--- src/rtl/tt_briscv_pkg.sv ---
// Shared types and constants for the briscv vector unit.
// Holds the LDB allocation tracking record used by the LDB controller.
package tt_briscv_pkg;

    localparam int LDB_MAX_ALLOC_SIZE = 8;
    localparam int LDB_BASE_W         = 8;

    typedef struct packed {
        logic                  valid;
        logic [4:0]            sb_id;
        logic [LDB_BASE_W-1:0] base;
        logic [3:0]            size;
    } tt_ldb_alloc_rec_t;

endpackage

--- src/rtl/tt_ldb_alloc_lookup.sv ---
// Age-ordered CAM over the LDB allocation records.
// The match closest to the queue head wins; no hit drives zeros.
module tt_ldb_alloc_lookup
    import tt_briscv_pkg::*;
#(
    parameter int N  = 4,
    parameter int IW = 4,
    localparam int QW = $clog2(N)
) (
    input  tt_ldb_alloc_rec_t recs [N],
    input  logic [QW-1:0]     head,
    input  logic [4:0]        key,
    output logic              hit,
    output logic [IW-1:0]     base,
    output logic [3:0]        size
);

    logic [QW-1:0] idx;

    always_comb begin
        hit  = 1'b0;
        base = '0;
        size = '0;
        idx  = head;
        for (int k = 0; k < N; k++) begin
            idx = head + QW'(k);
            if (!hit && recs[idx].valid && recs[idx].sb_id == key) begin
                hit  = 1'b1;
                base = IW'(recs[idx].base);
                size = recs[idx].size;
            end
        end
    end

endmodule

--- src/rtl/tt_ldb_alloc_ctrl.sv ---
// Load Data Buffer allocation controller: circular in-order slot grants,
// per-load tracking by scoreboard id, lookup for returns, in-order free.
module tt_ldb_alloc_ctrl
    import tt_briscv_pkg::*;
#(
    parameter int LDB_ENTRIES     = 16,
    parameter int MAX_OUTSTANDING = 4,
    localparam int IW = $clog2(LDB_ENTRIES),
    localparam int QW = $clog2(MAX_OUTSTANDING),
    localparam int CW = IW + 1
) (
    input  logic          clk,
    input  logic          reset_n,
    input  logic          ldb_alloc_valid,
    input  logic [4:0]    ldb_alloc_sb_id,
    input  logic [3:0]    ldb_alloc_size,
    output logic          ldb_alloc_ack,
    output logic [IW-1:0] ldb_alloc_base,
    input  logic          ldb_release_valid,
    input  logic [4:0]    ldb_release_sb_id,
    output logic          ldb_release_err,
    input  logic [4:0]    lookup_sb_id,
    output logic          lookup_hit,
    output logic [IW-1:0] lookup_base,
    output logic [3:0]    lookup_size,
    input  logic          flush,
    output logic [CW-1:0] ldb_free_count,
    output logic          ldb_busy
);

    logic [IW-1:0]     alloc_ptr;
    logic [IW-1:0]     free_ptr;
    logic [CW-1:0]     free_count;
    logic [QW:0]       wr_ptr;
    logic [QW:0]       rd_ptr;
    tt_ldb_alloc_rec_t recs [MAX_OUTSTANDING];
    logic              release_err;

    logic [QW-1:0] wr_idx;
    logic [QW-1:0] rd_idx;
    logic          q_empty;
    logic          q_full;
    logic          size_legal;
    logic [CW-1:0] size_ext;
    logic [CW-1:0] head_size_ext;
    logic          grant;
    logic          rel_match;
    logic          rel_pop;
    logic          rel_bad;

    assign wr_idx  = wr_ptr[QW-1:0];
    assign rd_idx  = rd_ptr[QW-1:0];
    assign q_empty = (wr_ptr == rd_ptr);
    assign q_full  = (wr_ptr[QW] != rd_ptr[QW]) && (wr_idx == rd_idx);

    assign size_ext      = CW'(ldb_alloc_size);
    assign head_size_ext = CW'(recs[rd_idx].size);
    assign size_legal    = (ldb_alloc_size != 4'd0) &&
                           (ldb_alloc_size <= 4'(LDB_MAX_ALLOC_SIZE));

    // free_count is the registered value; a same-cycle release is not bypassed
    assign grant = ldb_alloc_valid && !flush && size_legal &&
                   (size_ext <= free_count) && !q_full;

    assign rel_match = !q_empty && (recs[rd_idx].sb_id == ldb_release_sb_id);
    assign rel_pop   = ldb_release_valid && !flush && rel_match;
    assign rel_bad   = ldb_release_valid && !flush && !rel_match;

    always_ff @(posedge clk or negedge reset_n) begin
        if (!reset_n) begin
            alloc_ptr  <= '0;
            free_ptr   <= '0;
            free_count <= CW'(LDB_ENTRIES);
            wr_ptr     <= '0;
            rd_ptr     <= '0;
        end else if (flush) begin
            alloc_ptr  <= '0;
            free_ptr   <= '0;
            free_count <= CW'(LDB_ENTRIES);
            wr_ptr     <= '0;
            rd_ptr     <= '0;
        end else begin
            if (grant) begin
                alloc_ptr <= alloc_ptr + IW'(ldb_alloc_size);
                wr_ptr    <= wr_ptr + (QW+1)'(1);
            end
            if (rel_pop) begin
                free_ptr <= free_ptr + IW'(recs[rd_idx].size);
                rd_ptr   <= rd_ptr + (QW+1)'(1);
            end
            free_count <= free_count
                        + (rel_pop ? head_size_ext : '0)
                        - (grant ? size_ext : '0);
        end
    end

    // Push and pop never alias: a pop needs non-empty, a push needs non-full
    always_ff @(posedge clk or negedge reset_n) begin
        if (!reset_n) begin
            for (int i = 0; i < MAX_OUTSTANDING; i++)
                recs[i] <= '0;
        end else if (flush) begin
            for (int i = 0; i < MAX_OUTSTANDING; i++)
                recs[i] <= '0;
        end else begin
            if (rel_pop)
                recs[rd_idx].valid <= 1'b0;
            if (grant)
                recs[wr_idx] <= '{valid: 1'b1,
                                  sb_id: ldb_alloc_sb_id,
                                  base:  LDB_BASE_W'(alloc_ptr),
                                  size:  ldb_alloc_size};
        end
    end

    always_ff @(posedge clk or negedge reset_n) begin
        if (!reset_n)
            release_err <= 1'b0;
        else if (rel_bad)
            release_err <= 1'b1;
    end

    tt_ldb_alloc_lookup #(
        .N  (MAX_OUTSTANDING),
        .IW (IW)
    ) u_lookup (
        .recs (recs),
        .head (rd_idx),
        .key  (lookup_sb_id),
        .hit  (lookup_hit),
        .base (lookup_base),
        .size (lookup_size)
    );

    assign ldb_alloc_ack   = grant;
    assign ldb_alloc_base  = alloc_ptr;
    assign ldb_release_err = release_err;
    assign ldb_free_count  = free_count;
    assign ldb_busy        = !q_empty;

endmodule

--- config.mk ---
export PLATFORM = sky130hd
export DESIGN_NAME = tt_ldb_alloc_ctrl
export DESIGN_NICKNAME = d
export VERILOG_FILES = /design/src/rtl/tt_briscv_pkg.sv /design/src/rtl/tt_ldb_alloc_lookup.sv /design/src/rtl/tt_ldb_alloc_ctrl.sv
export SDC_FILE = /design/constraint.sdc
export NUM_CORES = 1
export LEC_CHECK = 0
export ABC_AREA = 1
export CAP_MARGIN = 10
export CORE_AREA = 2 2 91 137
export DETAILED_ROUTE_END_ITERATION = 12
export DIE_AREA = 0 0 93 139
export GPL_ROUTABILITY_DRIVEN = 0
export HOLD_SLACK_MARGIN = 0.15
export PLACE_DENSITY = 0.74
export SLEW_MARGIN = 10
export SYNTH_ARGS = -nofsm -noshare
export SYNTH_HDL_FRONTEND = slang
export SYNTH_SLANG_ARGS = --single-unit
--- constraint.sdc ---
create_clock -name clk -period 3.4 [get_ports clk]
set_input_delay 0.68 -clock clk [delete_from_list [all_inputs] [get_ports clk]]
set_output_delay 0.68 -clock clk [all_outputs]
set_load 0.03 [all_outputs]
==> flow_summary.toml <==
[run_status]
status = "finished clean"

[placement]
port_buffers = 44
dp_cells = 1025
dpl.hpwl_microns = 11200

[logic_synthesis]
ys_types = 40
yosysWarnings = 0
netlist_instances = 825
syn_area_sq_um = 5620
synth_most_common_cell = "nand2_1"
synth_top_family_by_area = "simple AND/OR/NAND/NOR gates"
ys_seq_elements = 72
synthFlopType = "dfrtp_1"
ys_seq_area_share_pct = 32.1
synthSimpleGateAreaFrac_pct = 41.3
ys_async_sr_fraction_pct = 100
synth-edff-count = 0
yosys.area.top_type_share_pct = 31.6
synth_compound_area_share_pct = 7.24
syn_nets = 874
synth_common_cells = "nand2_1 (293), nand3_1 (132), dfrtp_1 (71), o21ai_0 (62), inv_1 (59)"
avgSynthCellArea_sq_um = 6.81
synth_xor_area_share_pct = 1.72
synth_mux_area_share_pct = 3.39
yosysTopAreaCell = "dfrtp_1"
synth_area_leaders = "dfrtp_1 (32%), nand2_1 (20%), nand3_1 (12%), o21ai_0 (5.5%), ha_1 (4.5%)"
synthAdderAreaFrac_pct = 6.24

[finish]
diodes = 0
fin_nets = 941
utilization_pct = 58.1
layout-drive-gt1-share_pct = 14.2
finalNonFillerCells = 1050
area_growth_pct = 21.7

[timing]
maxSlewViolCount = 0
worst_pin_slew_ns = 0.926
finalSetupViolCount = 0
max_freq_ghz = 0.309
fin_crit_ns = 3.24
maxSlewHeadroom_pct = 38.3
fin_hold_ws_ns = 0.484
fin_tns_setup_ns = 0
fin_skew_ns = 0.00587
hold_viol = 0
min_period_over_period_pct = 95.3

[pwr]
power_density_nw_per_um2 = 357
p_leak_nw = 3.39
peakVddDrop_mv = 0.301

[setup_path]
worst_setup_path_end_kind = "primary output"
critPathCapture = "lookup_size[3]"
rr_worst_depth = 13
worstPathMaxFanout = 29
r2r-start = "rd_ptr[0]$_DFFE_PN0P_"
timing.critical_path.required_ns = 2.72
worstSetupStartpointType = "flip-flop"
setup.worst_path.class = "flip-flop to primary output"
startpoint = "rd_ptr[0]$_DFFE_PN0P_"
worst_r2r_endpoint = "ldb_free_count[4]$_DFF_PN1_"
cp.arrival_ns = 2.56
rrSetupSlack_ns = 0.17

[routing]
wl_microns = 15100
routedWlPerCell_microns = 14.3
vias = 5577
drt_iter0_markers = 382
drcViolationCount = 0
firstDrtPassIters = 5
ant_nets = 0
vias_per_cell = 5.31

[grt]
grt_pass1_vias = 5151
grt_first_pass_wirelength_microns = 24700
grt-ovfl-total = 0
grt_max_degree = 61
grt.total_usage_pct = 23.7
antenna_found_initial = 0

[floorplanning]
io_pins = 45
dieHeight_microns = 139
die_area_sq_um = 12900
core_sq_um = 11800
die_x_microns = 93
start_util_pct = 47.7
rows = 49

[clock_network]
cts_tree = "yes"
clock_tree.root_cell = "clkbuf_16"
clk_path_buf_depth = 2
clk_latency_ns = 0.33
cts_max_level = 3
cts_buffers = 9
path_clk_slew_ns = 0.06
clock_sinks = 72

[hold_path]
min_path_type = "flip-flop to flip-flop"

[flow_run]
drv_cap = 0
[layout make-up]
type	instances	area [sq um]
inverters	67	269
repair buffers	90	813
repair inverters	1	6.26
well taps	153	191
multi-input cells	651	3460
fillers	1129	4930
clock buffers	11	233
flip-flops and latches	72	1800
clock inverters	5	57.6
[per-stage QoR]
step,setup WS [ns],instance area [sq um],power (W)
3_5_place_dp,-0.175,6330,0.00152
5_1_grt,-0.0250,6840,0.00258
6_report,0.161,6840,0.00244
3_3_place_gp,-0.126,6330,0.00151
2_1_floorplan,0.0851,5620,0.00130
4_1_cts,0.00164,6640,0.00244
[flip-flops by register name, indices dropped and copies added, names as in the netlist]
name and flops:
rd_ptr 3, wr_ptr 3, recs 56, ldb_release_err 1, ldb_alloc_base 4, ldb_free_count 5
[how the worst min path moves through the flow]
| stage | start | end | slack (ns) | cells past startpoint |
|---|---|---|---|---|
| finish | ldb_release_err$_DFFE_PN0P_ | ldb_release_err$_DFFE_PN0P_ | 0.48 | 1 |
| global route | ldb_release_err$_DFFE_PN0P_ | ldb_release_err$_DFFE_PN0P_ | 0.49 | 1 |
| CTS | ldb_release_err$_DFFE_PN0P_ | ldb_release_err$_DFFE_PN0P_ | 0.49 | 1 |
| detailed placement | ldb_release_err$_DFFE_PN0P_ | ldb_release_err$_DFFE_PN0P_ | 0.48 | 1 |
| global placement | ldb_release_err$_DFFE_PN0P_ | ldb_release_err$_DFFE_PN0P_ | 0.48 | 1 |
| floorplan | reset_n | ldb_alloc_base[0]$_DFFE_PN0P_ | 0.38 | 0 |
[repair_timing]
action,4_1_cts,5_1_grt
cloned,0,2
gates resized for setup,5,28
setup buffers,0,7
setup endpoints to repair,9,11
pin swaps,0,7
hold buffers,0,0
[cells by family (layout without fill, tap and decap cells)]
group           after synthesis  after routing
compound gates               77             77
simple gates                519            519
xor+xnor                     11             11
flops                        72             72
buf+inv                     102            174
fa+ha+maj                    25             25
mux                          19             19
[cells in the final DEF (no fill, tap or decap), drive strengths merged]
cell type      synthesis  routed
dlymetal6s2s           0       1
nand3                138     138
ha                    20      20
bufinv                 0       1
o21ai                 63      63
mux2i                 19      19
o211ai                 1       1
dfstp                  1       1
xor2                   8       8
a21o                   1       1
nand4                 13      13
nand3b                 2       2
clkdlybuf4s50          0      32
o22ai                  1       1
a21oi                  8       8
nor3                   1       1
and2                   1       1
nor2                  61      61
or2                    2       2
buf                   28      56
fa                     5       5
a31oi                  3       3
clkinv                 1       2
clkbuf                 7      12
nor4                   1       1
inv                   66      67
clkinvlp               0       3
dfrtp                 71      71
xnor2                  3       3
nand2                300     300
[report_power, final]
| group | leakage, nW | internal (W) | switching (W) | total, W |
|---|---|---|---|---|
| clock | 0.132 | 0.000566 | 0.000348 | 0.000915 |
| combinational | 2.27 | 0.000226 | 0.000351 | 0.000577 |
| sequential | 0.987 | 0.000902 | 0.0000476 | 0.000949 |
| total | 3.39 | 0.00169 | 0.000747 | 0.00244 |
[critical path: stages, from the launching register on]
cell	delay, ns
dfrtp_2	0.46
inv_8	0.08
ha_4	0.30
buf_12	0.17
nand3_1	0.12
nand3_1	0.10
o21ai_0	0.08
nor2_1	0.18
nand3_2	0.14
nor2_4	0.23
nand3_1	0.10
nand2_1	0.10
buf_4	0.16
[layer usage]
layer | track usage, % | vias up | part of all wire, %
met5 | 0 | - | 0
met4 | 8.28 | 0 | 2.6
met3 | 3.15 | 29 | 4.7
met2 | 39.7 | 170 | 50
met1 | 31.2 | 2553 | 43
li1 | - | 2825 | -
Power figures use the tool's default switching activity.
